==> src/rtl/pipe_hazard_ctrl_pkg.sv <==
`default_nettype none
// ============================================================================
// Module      : pipe_hazard_ctrl_pkg
// Description : Shared encodings for the pipeline hazard controller.
// Revision    : 1.0 - initial release
// ============================================================================
package pipe_hazard_ctrl_pkg;

    localparam logic [1:0] FWD_RF      = 2'b00;
    localparam logic [1:0] FWD_EXMEM   = 2'b01;
    localparam logic [1:0] FWD_MEMWB   = 2'b10;

    localparam logic [0:0] HZ_IDLE     = 1'b0;
    localparam logic [0:0] HZ_MUL_BUSY = 1'b1;

endpackage
`default_nettype wire

==> src/rtl/pipe_hazard_ctrl_fwd_sel_unit.sv <==
`default_nettype none
// ============================================================================
// Module      : fwd_sel_unit
// Description : EX operand forwarding select for one source register.
// Revision    : 1.0 - initial release
// ============================================================================
module fwd_sel_unit
    import pipe_hazard_ctrl_pkg::*;
(
    input  logic [4:0] i_src_idx,
    input  logic       i_ex_mem_valid,
    input  logic       i_ex_mem_reg_wr,
    input  logic [4:0] i_ex_mem_dest_idx,
    input  logic       i_mem_wb_valid,
    input  logic       i_mem_wb_reg_wr,
    input  logic [4:0] i_mem_wb_dest_idx,
    output logic [1:0] o_sel
);

    logic w_ex_mem_hit;
    logic w_mem_wb_hit;

    // x0 is hardwired to zero, so a write to it must never be forwarded
    assign w_ex_mem_hit = i_ex_mem_valid & i_ex_mem_reg_wr
                        & (i_ex_mem_dest_idx != 5'd0) & (i_ex_mem_dest_idx == i_src_idx);
    assign w_mem_wb_hit = i_mem_wb_valid & i_mem_wb_reg_wr
                        & (i_mem_wb_dest_idx != 5'd0) & (i_mem_wb_dest_idx == i_src_idx);

    always_comb begin
        o_sel = FWD_RF;
        if (w_ex_mem_hit) begin
            o_sel = FWD_EXMEM;
        end else if (w_mem_wb_hit) begin
            o_sel = FWD_MEMWB;
        end
    end

endmodule
`default_nettype wire

==> src/rtl/pipe_hazard_ctrl.sv <==
`default_nettype none
// ============================================================================
// Module      : pipe_hazard_ctrl
// Description : Load-use, branch-flush, forwarding and MUL sequencing control
//               for a 5-stage RV32 pipeline, with a saturating stall counter.
// Revision    : 1.0 - initial release
// ============================================================================
module pipe_hazard_ctrl #(
    parameter int MUL_LAT = 4,
    parameter int CNT_W   = 32
) (
    input  logic             clk,
    input  logic             rst,
    input  logic             if_id_valid_inst,
    input  logic [4:0]       id_ra_idx,
    input  logic [4:0]       id_rb_idx,
    input  logic             id_uses_ra,
    input  logic             id_uses_rb,
    input  logic             id_ex_valid_inst,
    input  logic [4:0]       id_ex_ra_idx,
    input  logic [4:0]       id_ex_rb_idx,
    input  logic [4:0]       id_ex_dest_idx,
    input  logic             id_ex_rd_mem,
    input  logic             id_ex_is_mul,
    input  logic             ex_take_branch,
    input  logic             ex_mem_valid_inst,
    input  logic             ex_mem_reg_wr,
    input  logic [4:0]       ex_mem_dest_idx,
    input  logic             mem_wb_valid_inst,
    input  logic             mem_wb_reg_wr,
    input  logic [4:0]       mem_wb_dest_idx,
    output logic             stall_pc,
    output logic             stall_if_id,
    output logic             stall_id_ex,
    output logic             flush_if_id,
    output logic             bubble_id_ex,
    output logic             bubble_ex_mem,
    output logic [1:0]       fwd_a_sel,
    output logic [1:0]       fwd_b_sel,
    output logic             mul_busy,
    output logic             mul_done,
    output logic [CNT_W-1:0] stall_cycles
);

    import pipe_hazard_ctrl_pkg::*;

    localparam logic             c_mul_multi = (MUL_LAT > 1);
    localparam logic [3:0]       c_cnt_init  = (MUL_LAT > 1) ? 4'(MUL_LAT - 2) : 4'd0;
    localparam logic [CNT_W-1:0] c_cnt_one   = {{(CNT_W-1){1'b0}}, 1'b1};
    localparam logic [CNT_W-1:0] c_cnt_max   = {CNT_W{1'b1}};

    logic [0:0]       r_state;
    logic [3:0]       r_cnt;
    logic [CNT_W-1:0] r_stall_cycles;

    logic       w_idle;
    logic       w_mul_in_ex;
    logic       w_mul_start;
    logic       w_mul_hold;
    logic       w_mul_done;
    logic       w_lu_raw;
    logic       w_lu;
    logic       w_flush;
    logic       w_stall_front;
    logic [1:0] w_fwd_a;
    logic [1:0] w_fwd_b;

    fwd_sel_unit u_fwd_a (
        .i_src_idx         (id_ex_ra_idx),
        .i_ex_mem_valid    (ex_mem_valid_inst),
        .i_ex_mem_reg_wr   (ex_mem_reg_wr),
        .i_ex_mem_dest_idx (ex_mem_dest_idx),
        .i_mem_wb_valid    (mem_wb_valid_inst),
        .i_mem_wb_reg_wr   (mem_wb_reg_wr),
        .i_mem_wb_dest_idx (mem_wb_dest_idx),
        .o_sel             (w_fwd_a)
    );

    fwd_sel_unit u_fwd_b (
        .i_src_idx         (id_ex_rb_idx),
        .i_ex_mem_valid    (ex_mem_valid_inst),
        .i_ex_mem_reg_wr   (ex_mem_reg_wr),
        .i_ex_mem_dest_idx (ex_mem_dest_idx),
        .i_mem_wb_valid    (mem_wb_valid_inst),
        .i_mem_wb_reg_wr   (mem_wb_reg_wr),
        .i_mem_wb_dest_idx (mem_wb_dest_idx),
        .o_sel             (w_fwd_b)
    );

    assign w_idle      = (r_state == HZ_IDLE);
    assign w_mul_in_ex = id_ex_valid_inst & id_ex_is_mul;
    assign w_mul_start = w_idle & w_mul_in_ex & c_mul_multi;
    assign w_mul_hold  = w_mul_start | (~w_idle & (r_cnt != 4'd0));
    // Single-cycle MUL completes straight from IDLE without ever holding
    assign w_mul_done  = (~w_idle & (r_cnt == 4'd0)) | (w_idle & w_mul_in_ex & ~c_mul_multi);

    assign w_lu_raw = if_id_valid_inst & id_ex_valid_inst & id_ex_rd_mem
                    & (id_ex_dest_idx != 5'd0)
                    & ((id_uses_ra & (id_ra_idx == id_ex_dest_idx))
                     | (id_uses_rb & (id_rb_idx == id_ex_dest_idx)));

    // A held ID/EX register must never be bubbled, so MUL holds mask both hazards
    assign w_lu          = w_lu_raw & w_idle & ~w_mul_hold;
    assign w_flush       = ex_take_branch & ~w_mul_hold;
    assign w_stall_front = w_mul_hold | (w_lu & ~w_flush);

    assign stall_pc      = ~rst & w_stall_front;
    assign stall_if_id   = ~rst & w_stall_front;
    assign stall_id_ex   = ~rst & w_mul_hold;
    assign bubble_ex_mem = ~rst & w_mul_hold;
    assign flush_if_id   = ~rst & w_flush;
    assign bubble_id_ex  = ~rst & ~w_mul_hold & (w_flush | w_lu);
    assign mul_busy      = ~rst & ~w_idle;
    assign mul_done      = ~rst & w_mul_done;
    assign fwd_a_sel     = rst ? FWD_RF : w_fwd_a;
    assign fwd_b_sel     = rst ? FWD_RF : w_fwd_b;
    assign stall_cycles  = r_stall_cycles;

    always_ff @(posedge clk) begin
        if (rst) begin
            r_state        <= HZ_IDLE;
            r_cnt          <= 4'd0;
            r_stall_cycles <= '0;
        end else begin
            if (w_idle) begin
                if (w_mul_start) begin
                    r_state <= HZ_MUL_BUSY;
                    r_cnt   <= c_cnt_init;
                end
            end else if (r_cnt != 4'd0) begin
                r_cnt <= r_cnt - 4'd1;
            end else begin
                r_state <= HZ_IDLE;
            end

            if (w_stall_front && (r_stall_cycles != c_cnt_max)) begin
                r_stall_cycles <= r_stall_cycles + c_cnt_one;
            end
        end
    end

    // A branch cannot resolve while the MUL occupies EX
    always_ff @(posedge clk) begin
        if (!rst) begin
            assert (!(w_mul_hold && ex_take_branch));
        end
    end

endmodule
`default_nettype wire

==> config.mk <==
export PLATFORM = sky130hd
export DESIGN_NAME = pipe_hazard_ctrl
export DESIGN_NICKNAME = d
export VERILOG_FILES = /design/src/rtl/pipe_hazard_ctrl_pkg.sv /design/src/rtl/pipe_hazard_ctrl_fwd_sel_unit.sv /design/src/rtl/pipe_hazard_ctrl.sv
export SDC_FILE = /design/constraint.sdc
export NUM_CORES = 1
export LEC_CHECK = 0
export BUFFER_PORTS_ARGS = -buffer_cell sky130_fd_sc_hd__buf_4
export CORE_ASPECT_RATIO = 1.4
export CORE_UTILIZATION = 50
export CTS_CLUSTER_SIZE = 24
export DETAILED_ROUTE_END_ITERATION = 8
export PLACE_DENSITY = 0.81
export SETUP_SLACK_MARGIN = 0.5
export SYNTH_ARGS = -nofsm -noshare
export SYNTH_HDL_FRONTEND = slang
export SYNTH_SLANG_ARGS = --single-unit
==> constraint.sdc <==
create_clock -name clk -period 2.8 [get_ports clk]
set_clock_uncertainty 0.1 [all_clocks]
set_input_delay 0.14 -clock clk [delete_from_list [all_inputs] [get_ports clk]]
set_output_delay 0.14 -clock clk [all_outputs]
set_load 0.005 [all_outputs]
==> out/metrics.csv, run 1 <==
stage,metric,value,unit
status,status,"finished, final reports clean",
pwr,switch share,0.2691,
clock_tree,clk slew on worst S/H paths,0.07,ns
pwr,Final Total Pwr,1.177,mW
worst_setup_path,crit path kind,reg2reg,
clock_tree,CTS H-Tree Depth,2,
placed_design,I/O Buffers,91,
yosys,register area share after synthesis,0.2950,
finish,synthesis-to-finish area growth,40.51,%
routing,DR pass1 iterations,4,
yosys,syn_nets,353,
floorplan,Initial Util,0.5186,
sta,crit path time final,2.255,ns
yosys,most common cell in the netlist,dfxtp_1,
global_route,largest net degree at the start of global routing,48,
yosys,post-synthesis cell count,303,
routing,routed length on met1,2.677,mm
routing,Top Metal Used,met4,
yosys,top cell type's share of synthesized area,0.2950,
yosys,Yosys top cell by area,dfxtp_1,
yosys,"Avg Cell Area, Syn",8.288,um2
floorplan,I/O pins,92,
routing,routed wire length,7.076,mm
yosys,Yosys warnings,0,
sta,TNS Setup,0,ns
global_route,antenna violations before repair,0,
pwr,Combinational Power Share,0.229,
finish,final net count,452,
global_route,vias in the first global route,2525,
global_route,first-pass GRT wire length,10.87,mm
sta,Final Max Slew Viols,0,
finish,final core occ,0.7287,
routing,DRC,0,
worst_setup_path,crit end category,flop,
yosys,synth cell count leaders,"37 x dfxtp_1, 27 x a21oi_1, 25 x nand2_1",
sta,RSZ-0062 raised after global routing,true,
global_route,GRT Total Usage,0.2671,
worst_setup_path,CP Data Required Time,2.92,ns
sta,final-report setup violation count,0,
yosys,largest cells by area after synthesis,"dfxtp_1 29%, xnor2_1 7.0%, or4_1 6.3%",
worst_setup_path,crit path DAT,2.37,ns
clock_tree,Max Root-Sink Buffers,2,
pwr,Max VDD drop,0.0002065,V
pwr,leakage,1.352,nW
finish,share of cells above drive strength 1,0.3772,
routing,Iter 0 DRT Violations,236,
pwr,internal power,860.1,uW
routing,via/cell ratio,5.889,
sta,Final Cycle Share,0.8053,
worst_setup_path,Critical Path Fanout Max,15,
floorplan,height of the die,85.85,um
yosys,Post-synth ARST share,0,
yosys,number of synthesized flops with an enable pin,0,
yosys,Post-synth top flop,dfxtp_1,
worst_setup_path,startpoint type of the worst setup path,flop,
worst_hold_path,min-delay worst type,in2reg,
sta,FMAX,0.4435,GHz
finish,Inserted Diodes,0,
floorplan,Die W,61.90,um
global_route,total global routing overflow,0,
clock_tree,Root Buffer,clkbuf_8,
clock_tree,TritonCTS buffer count,5,
clock_tree,clk sinks,37,
floorplan,core area,4842,um2
pwr,Clk pwr share,0.309,
yosys,Seq cells post-synth,37,
placed_design,hpwl dp,4.779,mm
placed_design,Post-Place Cells,445,
sta,slew margin rel.,0.6567,
run,Max-Cap Viols,0,
placed_design,Placer Congestion,0.8213,
pwr,Psw,316.7,uW
routing,Met3 Wirelength,382,um
clock_tree,clk_lat worst skew,0.29,ns
yosys,Post-Syn Area,2511,um2
routing,WL met2,3.905,mm
sta,Final Hold Fails,0,
routing,post-DR wirelength/cell,15.15,um
pwr,Flop pwr share,0.461,
pwr,pwr dens,333.5,nW/um2
floorplan,DIE AREA,5314,um2
clock_tree,CTS tree,done,
routing,vias,2750,
yosys,Unique masters post-synth,48,
finish,Non-Filler Instances,467,
floorplan,num rows,30,
routing,Post-DRT Antenna Nets,0,
sta,Worst Tran Pin Value,0.5149,ns
[state kept, by name (all words and copies together) (netlist names)]
signal        count
r_cnt             4
r_state           1
stall_cycles     32
[placed cells by master, fill, tap and decap left out, drive strengths merged, types with 8 or more instances in the layout]
cell / count
nand3: 12
nor2b: 9
nand2: 25
nor2: 24
xnor2: 20
nand4: 12
a21oi: 27
or4: 21
buf: 108
o31ai: 17
dfxtp: 37
xor2: 12
clkbuf: 8
[repair_timing]
item / in CTS / in global routing
gates cloned: 2 / 1
pin swaps: 1 / 11
endpoints found under the setup margin: 19 / 36
gates resized for setup: 6 / 22
hold buffers: 0 / 0
buffers inserted: 8 / 3
[layout make-up]
type,instances,area (um2)
inverters,5,18.77
flip-flops and latches,37,743.2
repair buffers,109,879.6
fillers,372,1314
multi-input cells,244,1727
well taps,64,80.08
clock buffers,8,80.08
[kinds of logic after synthesis]
kind of cell    after synthesis  share of synthesized area
compound gates               66                     0.1789
xor+xnor                     32                     0.1116
fa+ha+maj                     2                   0.009964
buf+inv                      23                    0.05680
flops                        37                     0.2950
mux                           5                    0.02989
simple gates                138                     0.3179
[final timing paths]
| kind | to | cells after the start | startpoint | slack (ns) |
|---|---|---|---|---|
| setup reg to reg | stall_cycles[27] | 8 | stall_cycles[0] | 0.55 |
| setup / recovery | stall_cycles[27] | 8 | stall_cycles[0] | 0.55 |
| hold reg to reg | stall_cycles[16] | 2 | stall_cycles[16] | 0.40 |
| hold / removal | r_cnt[3] | 4 | id_ex_is_mul | 0.12 |
[metrics by stage]
step | worst slack (ns) | hold slack, ns | cell area [um2]
6_report | 0.5452 | 0.1222 | 3528
5_1_grt | 0.4184 | 0.1541 | 3528
4_1_cts | 0.5043 | 0.1118 | 3422
3_5_place_dp | 0.2890 | 0.3624 | 3201
3_3_place_gp | 0.3905 | 0.3589 | 3201
2_1_floorplan | 0.6693 | 0.2148 | 2511
[power groups by stage]
stage          Sequential (mW)  Combinational, mW  Clock [mW]
2_1_floorplan            0.553              0.126           0
3_3_place_gp             0.554              0.210           0
3_5_place_dp             0.555              0.213           0
4_1_cts                  0.542              0.259       0.365
5_1_grt                  0.544              0.291       0.386
6_report                 0.543              0.270       0.364
[routing by layer]
metal	vias up	GRT usage
met5	-	0
met4	0	0.08081
li1	1336	-
met2	102	0.4976
met3	14	0.05732
met1	1298	0.2854
[worst max-delay path, stage by stage, from the launching register on]
cell	delay (ns)
dfxtp_1	0.35
ha_1	0.23
and3_2	0.25
nand2_2	0.14
nor2_4	0.08
and3_4	0.22
buf_4	0.19
or4_1	0.46
a21oi_1	0.16
Power figures use the tool's default switching activity.
==> inputs of run 2 (changes only) <==
- CORE_UTILIZATION: 50 -> 45
- PLACE_DENSITY: 0.81 -> 0.77
- clock period: 2.8 -> 1.8 ns (I/O delays scaled with it)
==> run 2 against run 1 <==
The flow now finishes with violations (negative setup slack). Sequential power up 56%. Die area is 11% higher. Worst setup slack lost 0.85 ns. Sequential cell count did not move. Via count up 16%. Core utilization up 10 points. Power up 64%. Critical path type is now reg2out. Critical endpoint is now stall_pc. Largest power group unchanged.
==> out/metrics.csv, run 2 (synthesis gave the netlist of run 1 again) <==
stage,metric,value,unit,change
status,failing checks,negative setup slack,,
floorplan,DIE AREA,5888,um2,+11%
floorplan,core area,5275,um2,+8.9%
run,Max-Cap Viols,0,,unchanged
finish,final core occ,0.8297,,+0.1010
sta,RSZ-0062 raised after global routing,true,,
placed_design,Placement Cell Area,3899,um2,+22%
floorplan,num rows,31,,+3.3%
sta,crit path time final,2.100,ns,
clock_tree,Root Buffer,clkbuf_8,,
finish,Inserted Diodes,0,,unchanged
clock_tree,Hold Buf Count CTS,0,,unchanged
finish,Fillers,328,,-12%
worst_setup_path,CP Launch Point,r_cnt[0],,
routing,via/cell ratio,5.862,,-0.45%
placed_design,I/O Buffers,91,,unchanged
worst_setup_path,Register-to-Register Path Depth,9,,+1
floorplan,height of the die,90.39,um,+5.3%
routing,Post-DRT Antenna Nets,0,,unchanged
finish,final net count,528,,+17%
floorplan,Die W,65.14,um,+5.2%
global_route,GRT Total Usage,0.2977,,+0.03063
sta,TNS Setup,-8.998,ns,-8.998 ns
sta,final setup margin,-0.2999,ns,-0.8451 ns
worst_setup_path,startpoint type of the worst setup path,flop,,
placed_design,Placer Congestion,0.8015,,-2.4%
worst_setup_path,"reg-to-reg slack, setup",-0.29,ns,-0.84 ns
global_route,vias in the first global route,3150,,+25%
status,status,finished with violations,,
pwr,Max VDD drop,0.0003918,V,+90%
sta,slew margin rel.,0.6530,,-0.003730
worst_hold_path,Hold Path Sink,stall_cycles[20],,
clock_tree,CTS tree,done,,
worst_setup_path,CP Data Required Time,1.61,ns,-1.31 ns
clock_tree,TritonCTS buffer count,5,,unchanged
clock_tree,clk sinks,37,,unchanged
routing,post-DR wirelength/cell,16.98,um,+12%
worst_hold_path,hold-critical path depth,3,,-1
worst_setup_path,crit path DAT,1.91,ns,-0.46 ns
pwr,leakage,1.818,nW,+34%
routing,DRC,0,,unchanged
worst_setup_path,crit path kind,reg2out,,
worst_setup_path,Critical Path Fanout Max,4,,-11
global_route,largest net degree at the start of global routing,47,,-2.1%
sta,Worst Tran Pin Value,0.5205,ns,+0.005595 ns
worst_hold_path,Hold Path Origin,rst,,
clock_tree,clk_lat worst skew,0.30,ns,about the same
pwr,pwr dens,441.6,nW/um2,+32%
finish,share of cells above drive strength 1,0.5365,,+0.1594
routing,DR pass1 iterations,4,,unchanged
finish,"commonest non-fill, non-tap cells in the layout","161 x buf_4, 30 x dfxtp_1, 27 x a21oi_1, 20 x xnor2_1, 20 x nand2_1",,
worst_setup_path,crit end category,output pin,,
sta,Final Cycle Share,1.167,,
floorplan,Initial Util,0.4760,,-0.04256
routing,routed wire length,9.252,mm,+31%
finish,max FFs per register,32,,unchanged
placed_design,hpwl dp,6.093,mm,+27%
finish,synthesis-to-finish area growth,74.29,%,
sta,Final Hold Fails,0,,unchanged
finish,post-route cell area,4377,um2,+24%
finish,"commonest non-fill, non-tap cell in the layout",buf_4,,
worst_hold_path,min-delay worst type,in2reg,,
clock_tree,Max Root-Sink Buffers,2,,unchanged
worst_setup_path,worst r2r src,r_cnt[0],,
pwr,Final Total Pwr,1.933,mW,+64%
routing,vias,3195,,+16%
routing,Iter 0 DRT Violations,190,,-19%
sta,WHS,0.03051,ns,-0.09165 ns
clock_tree,clk slew on worst S/H paths,0.07,ns,about the same
sta,final-report setup violation count,42,,+42
sta,Final Max Slew Viols,0,,unchanged
sta,FMAX,0.4762,GHz,
clock_tree,CTS H-Tree Depth,2,,unchanged
global_route,first-pass GRT wire length,13.99,mm,+29%
worst_setup_path,Worst R2R End,stall_cycles[30],,
global_route,antenna violations before repair,0,,unchanged
floorplan,I/O pins,92,,unchanged
global_route,total global routing overflow,0,,unchanged
==> run 2: worst max-delay path, stage by stage, from the launching register on <==
cell and delay (ns):
dfxtp_2 0.32, inv_2 0.06, ha_4 0.12, or3b_4 0.40, nand2_4 0.09, nand2_4 0.05, a31oi_4 0.24, buf_8 0.16
nor2_4 0.04, buf_6 0.13
==> run 2: worst max-delay path by stage <==
stage          slack [ns]  depth (start not counted)               end
2_1_floorplan       -0.17                          9  stall_cycles[17]
3_3_place_gp        -0.26                          7   stall_cycles[8]
3_5_place_dp        -0.29                          7   stall_cycles[8]
4_1_cts             -0.31                          9          stall_pc
5_1_grt             -0.38                          6  stall_cycles[30]
6_report            -0.30                          9          stall_pc
==> run 2: report_power, final <==
part	total, mW	leakage [nW]	switching, mW	internal (mW)
Combinational	0.506	1.47	0.228	0.279
Clock	0.582	0.0450	0.313	0.269
Sequential	0.845	0.302	0.0123	0.832
==> run 2: layout make-up <==
class / instances / area [um2] / share of cell area
clock buffer: 6 / 72.57 / 0.01658
clock inverter: 2 / 10.01 / 0.002287
sequential: 37 / 752.0 / 0.1718
inverter: 5 / 18.77 / 0.004288
timing repair buffer: 186 / 1570 / 0.3588
multi-input combinational: 243 / 1871 / 0.4274
tap: 66 / 82.58 / 0.01887
==> run 2: repair_timing <==
action,in CTS,in global routing
setup endpoints to repair,48,50
setup buffers,13,2
pin swaps,16,8
resized for setup,30,22
gates cloned,2,1
==> run 2: routing by layer <==
layer | wire length [um] | global-route usage | part of all wire | up-vias
met5 | 0 | 0 | 0 | -
met4 | 363 | 0.1413 | 0.039 | 0
met3 | 561 | 0.05934 | 0.061 | 36
met2 | 5032 | 0.5486 | 0.54 | 157
met1 | 3295 | 0.3109 | 0.36 | 1516
li1 | - | - | - | 1486
==> run 2: metrics by stage <==
step	worst slack, ns	cells
detailed placement	-0.2942	519
floorplan	-0.1655	303
CTS	-0.3083	542
global placement	-0.2565	519
finish	-0.2999	545
global route	-0.3790	545
